==> src/rtl/stc0_pkg.sv <==
// stc0_pkg: shared definitions for the stc0 ingress path.
//   BYTE_W / BYTES_PER_WORD describe the word-to-byte serialisation,
//   ser_state_e is the serializer state encoding.
package stc0_pkg;
  localparam int BYTE_W         = 8;
  localparam int BYTES_PER_WORD = 4;
  localparam int WORD_W         = BYTE_W * BYTES_PER_WORD;

  typedef enum logic [1:0] {
    IDLE = 2'd0,
    SEND = 2'd1,
    GAPW = 2'd2
  } ser_state_e;
endpackage

==> src/rtl/stc0_fifo.sv <==
// stc0_fifo: synchronous single-clock FIFO with a registered occupancy count.
//   clk, rst_n : clock, asynchronous active-low reset
//   wr_en      : push request; ignored while full
//   wr_data    : word to push
//   rd_en      : pop request; ignored while empty
//   rd_data    : head word (combinational read of the head slot)
//   level      : registered occupancy, 0..DEPTH
module stc0_fifo #(
  parameter int WIDTH = 32,
  parameter int DEPTH = 4,
  localparam int AW   = $clog2(DEPTH)
) (
  input  logic             clk,
  input  logic             rst_n,
  input  logic             wr_en,
  input  logic [WIDTH-1:0] wr_data,
  input  logic             rd_en,
  output logic [WIDTH-1:0] rd_data,
  output logic [AW:0]      level
);
  localparam logic [AW:0] FULL_LVL = (AW+1)'(DEPTH);

  logic [WIDTH-1:0] mem_q [DEPTH];
  logic [AW-1:0]    wr_ptr_q, wr_ptr_d, rd_ptr_q, rd_ptr_d;
  logic [AW:0]      level_q, level_d;
  logic             do_push, do_pop;

  // Fullness comes from the registered level only, so a pop on the same
  // edge never frees a slot for a push.
  assign do_push = wr_en && (level_q != FULL_LVL);
  assign do_pop  = rd_en && (level_q != '0);

  always_comb begin
    wr_ptr_d = wr_ptr_q;
    rd_ptr_d = rd_ptr_q;
    level_d  = level_q;
    if (do_push) wr_ptr_d = wr_ptr_q + 1'b1;  // DEPTH is a power of two: wraps
    if (do_pop)  rd_ptr_d = rd_ptr_q + 1'b1;
    case ({do_push, do_pop})
      2'b10:   level_d = level_q + 1'b1;
      2'b01:   level_d = level_q - 1'b1;
      default: level_d = level_q;
    endcase
  end

  always_ff @(posedge clk or negedge rst_n) begin
    if (!rst_n) begin
      wr_ptr_q <= '0;
      rd_ptr_q <= '0;
      level_q  <= '0;
    end else begin
      wr_ptr_q <= wr_ptr_d;
      rd_ptr_q <= rd_ptr_d;
      level_q  <= level_d;
    end
  end

  // Storage needs no reset: a slot is only read after it has been written.
  always_ff @(posedge clk) begin
    if (do_push) mem_q[wr_ptr_q] <= wr_data;
  end

  assign rd_data = mem_q[rd_ptr_q];
  assign level   = level_q;
endmodule

==> src/rtl/stc0_ingress_tx.sv <==
// stc0_ingress_tx: buffers 32-bit words and serialises them MSB byte first
// onto the stc0 core ingress byte stream, with GAP idle cycles after each word.
//   ClkIngress, ARstN : clock, asynchronous active-low reset
//   Enable            : allows new words to start on the byte side
//   WData/WValid/WReady : word input handshake
//   ID/IValid         : byte stream out (ID is 0 whenever IValid is 0)
//   Level             : FIFO occupancy
//   Busy              : serializer in SEND or GAPW
//   WordCount         : fully transmitted words, wraps at 16 bits
module stc0_ingress_tx
  import stc0_pkg::*;
#(
  parameter int DEPTH = 4,
  parameter int GAP   = 0
) (
  input  logic                     ClkIngress,
  input  logic                     ARstN,
  input  logic                     Enable,
  input  logic [31:0]              WData,
  input  logic                     WValid,
  output logic                     WReady,
  output logic [7:0]               ID,
  output logic                     IValid,
  output logic [$clog2(DEPTH):0]   Level,
  output logic                     Busy,
  output logic [15:0]              WordCount
);
  localparam int          LW        = $clog2(DEPTH) + 1;
  localparam logic [LW-1:0] FULL_LVL = LW'(DEPTH);
  localparam logic [3:0]  GAP_LAST  = 4'((GAP > 0) ? GAP - 1 : 0);
  localparam logic [2:0]  LAST_BYTE = 3'(BYTES_PER_WORD - 1);

  ser_state_e        state_q, state_d;
  logic [WORD_W-1:0] shreg_q, shreg_d;
  logic [2:0]        byte_idx_q, byte_idx_d;
  logic [3:0]        gap_cnt_q, gap_cnt_d;
  logic [15:0]       word_cnt_q, word_cnt_d;

  logic              pop;
  logic [WORD_W-1:0] fifo_rdata;
  logic [LW-1:0]     fifo_level;
  logic              can_start;

  stc0_fifo #(.WIDTH(WORD_W), .DEPTH(DEPTH)) u_fifo (
    .clk     (ClkIngress),
    .rst_n   (ARstN),
    .wr_en   (WValid),
    .wr_data (WData),
    .rd_en   (pop),
    .rd_data (fifo_rdata),
    .level   (fifo_level)
  );

  assign can_start = (fifo_level != '0) && Enable;

  always_comb begin
    state_d    = state_q;
    shreg_d    = shreg_q;
    byte_idx_d = byte_idx_q;
    gap_cnt_d  = gap_cnt_q;
    word_cnt_d = word_cnt_q;
    pop        = 1'b0;
    unique case (state_q)
      IDLE: begin
        if (can_start) begin
          pop        = 1'b1;
          shreg_d    = fifo_rdata;
          byte_idx_d = '0;
          state_d    = SEND;
        end
      end
      SEND: begin
        // Enable is only looked at between words, so a word always completes.
        shreg_d    = shreg_q << BYTE_W;
        byte_idx_d = byte_idx_q + 3'd1;
        if (byte_idx_q == LAST_BYTE) begin
          word_cnt_d = word_cnt_q + 16'd1;
          byte_idx_d = '0;
          if (GAP > 0) begin
            gap_cnt_d = '0;
            state_d   = GAPW;
          end else if (can_start) begin
            // Chain straight into the next word so IValid stays high.
            pop     = 1'b1;
            shreg_d = fifo_rdata;
          end else begin
            state_d = IDLE;
          end
        end
      end
      GAPW: begin
        if (gap_cnt_q == GAP_LAST) begin
          // Leaving the gap directly into SEND keeps the idle run between
          // queued words at exactly GAP cycles; otherwise park in IDLE.
          if (can_start) begin
            pop        = 1'b1;
            shreg_d    = fifo_rdata;
            byte_idx_d = '0;
            state_d    = SEND;
          end else begin
            state_d = IDLE;
          end
        end else begin
          gap_cnt_d = gap_cnt_q + 4'd1;
        end
      end
      default: state_d = IDLE;
    endcase
  end

  always_ff @(posedge ClkIngress or negedge ARstN) begin
    if (!ARstN) begin
      state_q    <= IDLE;
      shreg_q    <= '0;
      byte_idx_q <= '0;
      gap_cnt_q  <= '0;
      word_cnt_q <= '0;
    end else begin
      state_q    <= state_d;
      shreg_q    <= shreg_d;
      byte_idx_q <= byte_idx_d;
      gap_cnt_q  <= gap_cnt_d;
      word_cnt_q <= word_cnt_d;
    end
  end

  // Outputs decode registered state only; the async reset clears them at once.
  assign IValid    = (state_q == SEND);
  assign ID        = IValid ? shreg_q[WORD_W-1 -: BYTE_W] : '0;
  assign Busy      = (state_q != IDLE);
  assign WReady    = (fifo_level != FULL_LVL);
  assign Level     = fifo_level;
  assign WordCount = word_cnt_q;
endmodule
==> config.mk <==
export PLATFORM = sky130hd
export DESIGN_NAME = stc0_ingress_tx
export DESIGN_NICKNAME = d
export VERILOG_FILES = /design/src/rtl/stc0_pkg.sv /design/src/rtl/stc0_fifo.sv /design/src/rtl/stc0_ingress_tx.sv
export SDC_FILE = /design/constraint.sdc
export NUM_CORES = 1
export LEC_CHECK = 0
export ABC_AREA = 0
export ABC_CLOCK_PERIOD_IN_PS = 2610
export CAP_MARGIN = 5
export CELL_PAD_IN_SITES_DETAIL_PLACEMENT = 1
export CELL_PAD_IN_SITES_GLOBAL_PLACEMENT = 2
export CORE_ASPECT_RATIO = 0.75
export CORE_UTILIZATION = 25
export CTS_CLUSTER_DIAMETER = 50
export DETAILED_ROUTE_END_ITERATION = 8
export PLACE_DENSITY = 0.58
export SYNTH_ARGS = -nofsm -noshare
export SYNTH_HDL_FRONTEND = slang
export SYNTH_SLANG_ARGS = --single-unit
export TNS_END_PERCENT = 50
==> constraint.sdc <==
create_clock -name ClkIngress -period 2.61 [get_ports ClkIngress]
set_input_delay 0.783 -clock ClkIngress [delete_from_list [all_inputs] [get_ports ClkIngress]]
set_output_delay 0.783 -clock ClkIngress [all_outputs]
set_load 0.03 [all_outputs]
==> results.ini, run 1 <==
[synth]
ys_top_cells_by_count=128 x edfxtp_1, 59 x dfrtp_1, 49 x a21oi_1, 45 x nand2_1, 32 x mux4_2
ys_seq_area_share_pct=70.3
syn_nets=508
synth.avg_cell_area_sq_um=16.3
synth.area.top_cells=edfxtp_1 51%, dfrtp_1 20%, mux4_2 9.5%, a21oi_1 3.2%, nand2_1 2.2%
yosysMostFrequentCell=edfxtp_1
yosys_warnings=0
synthFlopType=edfxtp_1
synth_cells=464
asyncSetResetFlopFracSynth_pct=31.6
synth_top_cell_by_area=edfxtp_1
synth-edff-count=128
netlist_area_sq_um=7570
synth_top_area_share_pct=50.8
synth_cell_types=40
ys_ff_latch=187

[grt]
antenna_found_initial=0
grt_usage_pct=11.7
grt_pass1_vias=4471
gr-total-overflow=0
grt_max_degree=60
grt_pass1_wl_microns=27000

[pwr]
p_leak_uw=0.00333
peakVddDrop_mv=0.570
p_per_area_nw_per_um2=1150

[drt]
wl_microns=17300
vias=4221
viasPerCell=4.46
drc=0
drtAntennaViolNets=0
dr.pass1.iters=5
drt_iter0_drc=147
wl_per_cell_microns=18.3

[placed_design]
routabilityCongestion=0.719
place_inst=915
numPortBuffers=65
pre_cts_slack_ps=-201
dpl.hpwl_microns=11000

[timing]
rsz0062_at_grt=no
skew_ps=10.9
slew_viol_final=0
post-route-period-util_pct=93.4
timing.final.crit_period_ps=2440
relSlewSlack_pct=62.1
worstMarginPinSlew_ps=566
hold_viol_final=0
fmax_mhz=410
setup_slack_ps=173
setup_viol_count_final=0

[setup_path]
worstSetupPathType=flip-flop to output pin
r2r-start=byte_idx_q[0]$_DFFE_PN0P_
required_ps=1830
critPathLaunchType=flip-flop
crit_start=u_fifo.level[0]$_DFFE_PN0P_
crit_fanout=6
crit_arrival_ps=1650
endpoint_kind=output pin

[die]
die_area_sq_um=31000
io_pins=66
die_width_microns=203
core_sq_um=29400
num_rows=54
initial_core_util_pct=25.7
die_y_microns=153

[clock_tree]
cts_setup_buffers=0
path_clk_slew_ps=70
cts_tree=built
htree_levels=4
cts.sinks=187
cts_made_buffers=17
clock_path_buffers=2
insertion_delay_ps=430
cts_root_buf=clkbuf_16
hold_buffers=0

[final_layout]
final_cell_count_no_fill=947
nNetsFinal=586
area_growth_pct=23.0
drive_gt1_share_pct=18.2
antenna_cells=0

[hold_path]
worst_hold_path_type=primary input to async pin

[run_status]
outcome=complete, no violations

[job]
cap_violations=0

path summary, 6_finish.rpt:
kind	endpoint	cells after the start	slack [ps]
hold / removal	shreg_q[29]$_DFFE_PN0P_	2	350
min in group ClkIngress	WordCount[15]$_DFFE_PN0P_	1	470
setup reg to reg	u_fifo.level[2]$_DFFE_PN0P_	9	270
max in group asynchronous	u_fifo.rd_ptr_q[0]$_DFFE_PN0P_	2	1950
setup / recovery	WReady	3	170
hold reg to reg	WordCount[15]$_DFFE_PN0P_	1	470
kinds of logic (layout without fill, tap and decap cells):
logic type	Yosys count	after routing	synth area share, %
AND/OR/NAND/NOR	93	93	6.37
buffers and inverters	33	124	2.84
flip-flops	187	187	70.3
multiplexers	35	35	9.95
XOR/XNOR	21	21	2.43
adder cells (fa/ha/maj)	8	8	1.42
AO/OA/AOI/OAI	87	87	6.68
stage by stage:
step	TNS, ps	util (%)	cell area (sq um)	total power [uW]	hold slack, ps
2_1_floorplan	0	-	7570	6930	476
3_3_place_gp	-65.1	29.7	8720	8160	464
3_5_place_dp	-201	29.7	8720	8280	471
4_1_cts	0	31.7	9310	10900	368
5_1_grt	0	31.7	9310	11300	385
6_report	0	31.7	9310	10700	346
worst max-delay path: stages (launching register included):
cell	delay, ps
dfrtp_1	470
inv_1	120
nand3_1	200
dlygate4sd2_1	440
layout by cell type, fill, tap and decap left out, drive strengths merged, types with 3 or more instances in the layout:
cell type,n
inv,9
mux4,32
edfxtp,128
ha,7
o22ai,24
and3,5
nand3b,8
buf,30
nor2,6
and2,9
a21oi,49
dfrtp,59
xnor2,14
clkbuf,23
clkinvlp,5
nand3,8
nand2,46
xor2,7
clkdlybuf4s50,53
nand4,3
o21ai,11
layout make-up:
class,count,area (sq um)
clock inverter,9,115
tap,392,490
inverter,8,30.0
sequential,187,5320
multi-input combinational,244,2030
timing repair buffer,84,850
clock buffer,23,468
fill,3078,20100
per-layer routing:
metal  up-vias  track usage [%]  part of all wire (%)
li1       1927                -                     -
met1      2209             16.9                    51
met2        77             17.6                    45
met3         8             2.76                   3.9
met4         0             2.79                  0.67
met5         -                0                     0
flip-flops by register name, indices dropped and copies added (netlist names):
register	flops
u_fifo.mem_q	128
state_q	1
shreg_q	32
u_fifo.wr_ptr_q	2
WordCount	16
u_fifo.rd_ptr_q	2
byte_idx_q	3
u_fifo.level	3
power by group:
group          switching, uW  total (uW)  internal, uW
Sequential               401        4370          3970
Combinational           2140        3740          1610
Clock                   1100        2570          1470
timing repair:
item | in CTS | in global routing
hold endpoints to repair | 0 | 0
endpoints found under the setup margin | 1 | 0
gates resized for setup | 1 | 0
No activity file was read; power rests on OpenSTA's default activity.
==> run 2: changes to the inputs <==
--- a/config.mk
+++ b/config.mk
@@ -15,6 +15,7 @@
 export CTS_CLUSTER_DIAMETER = 50
 export DETAILED_ROUTE_END_ITERATION = 8
 export PLACE_DENSITY = 0.58
+export SLEW_MARGIN = 20
 export SYNTH_ARGS = -nofsm -noshare
 export SYNTH_HDL_FRONTEND = slang
 export SYNTH_SLANG_ARGS = --single-unit
==> results of run 2 <==
No change in the layout: final DEF, timing and power equal those of run 1.
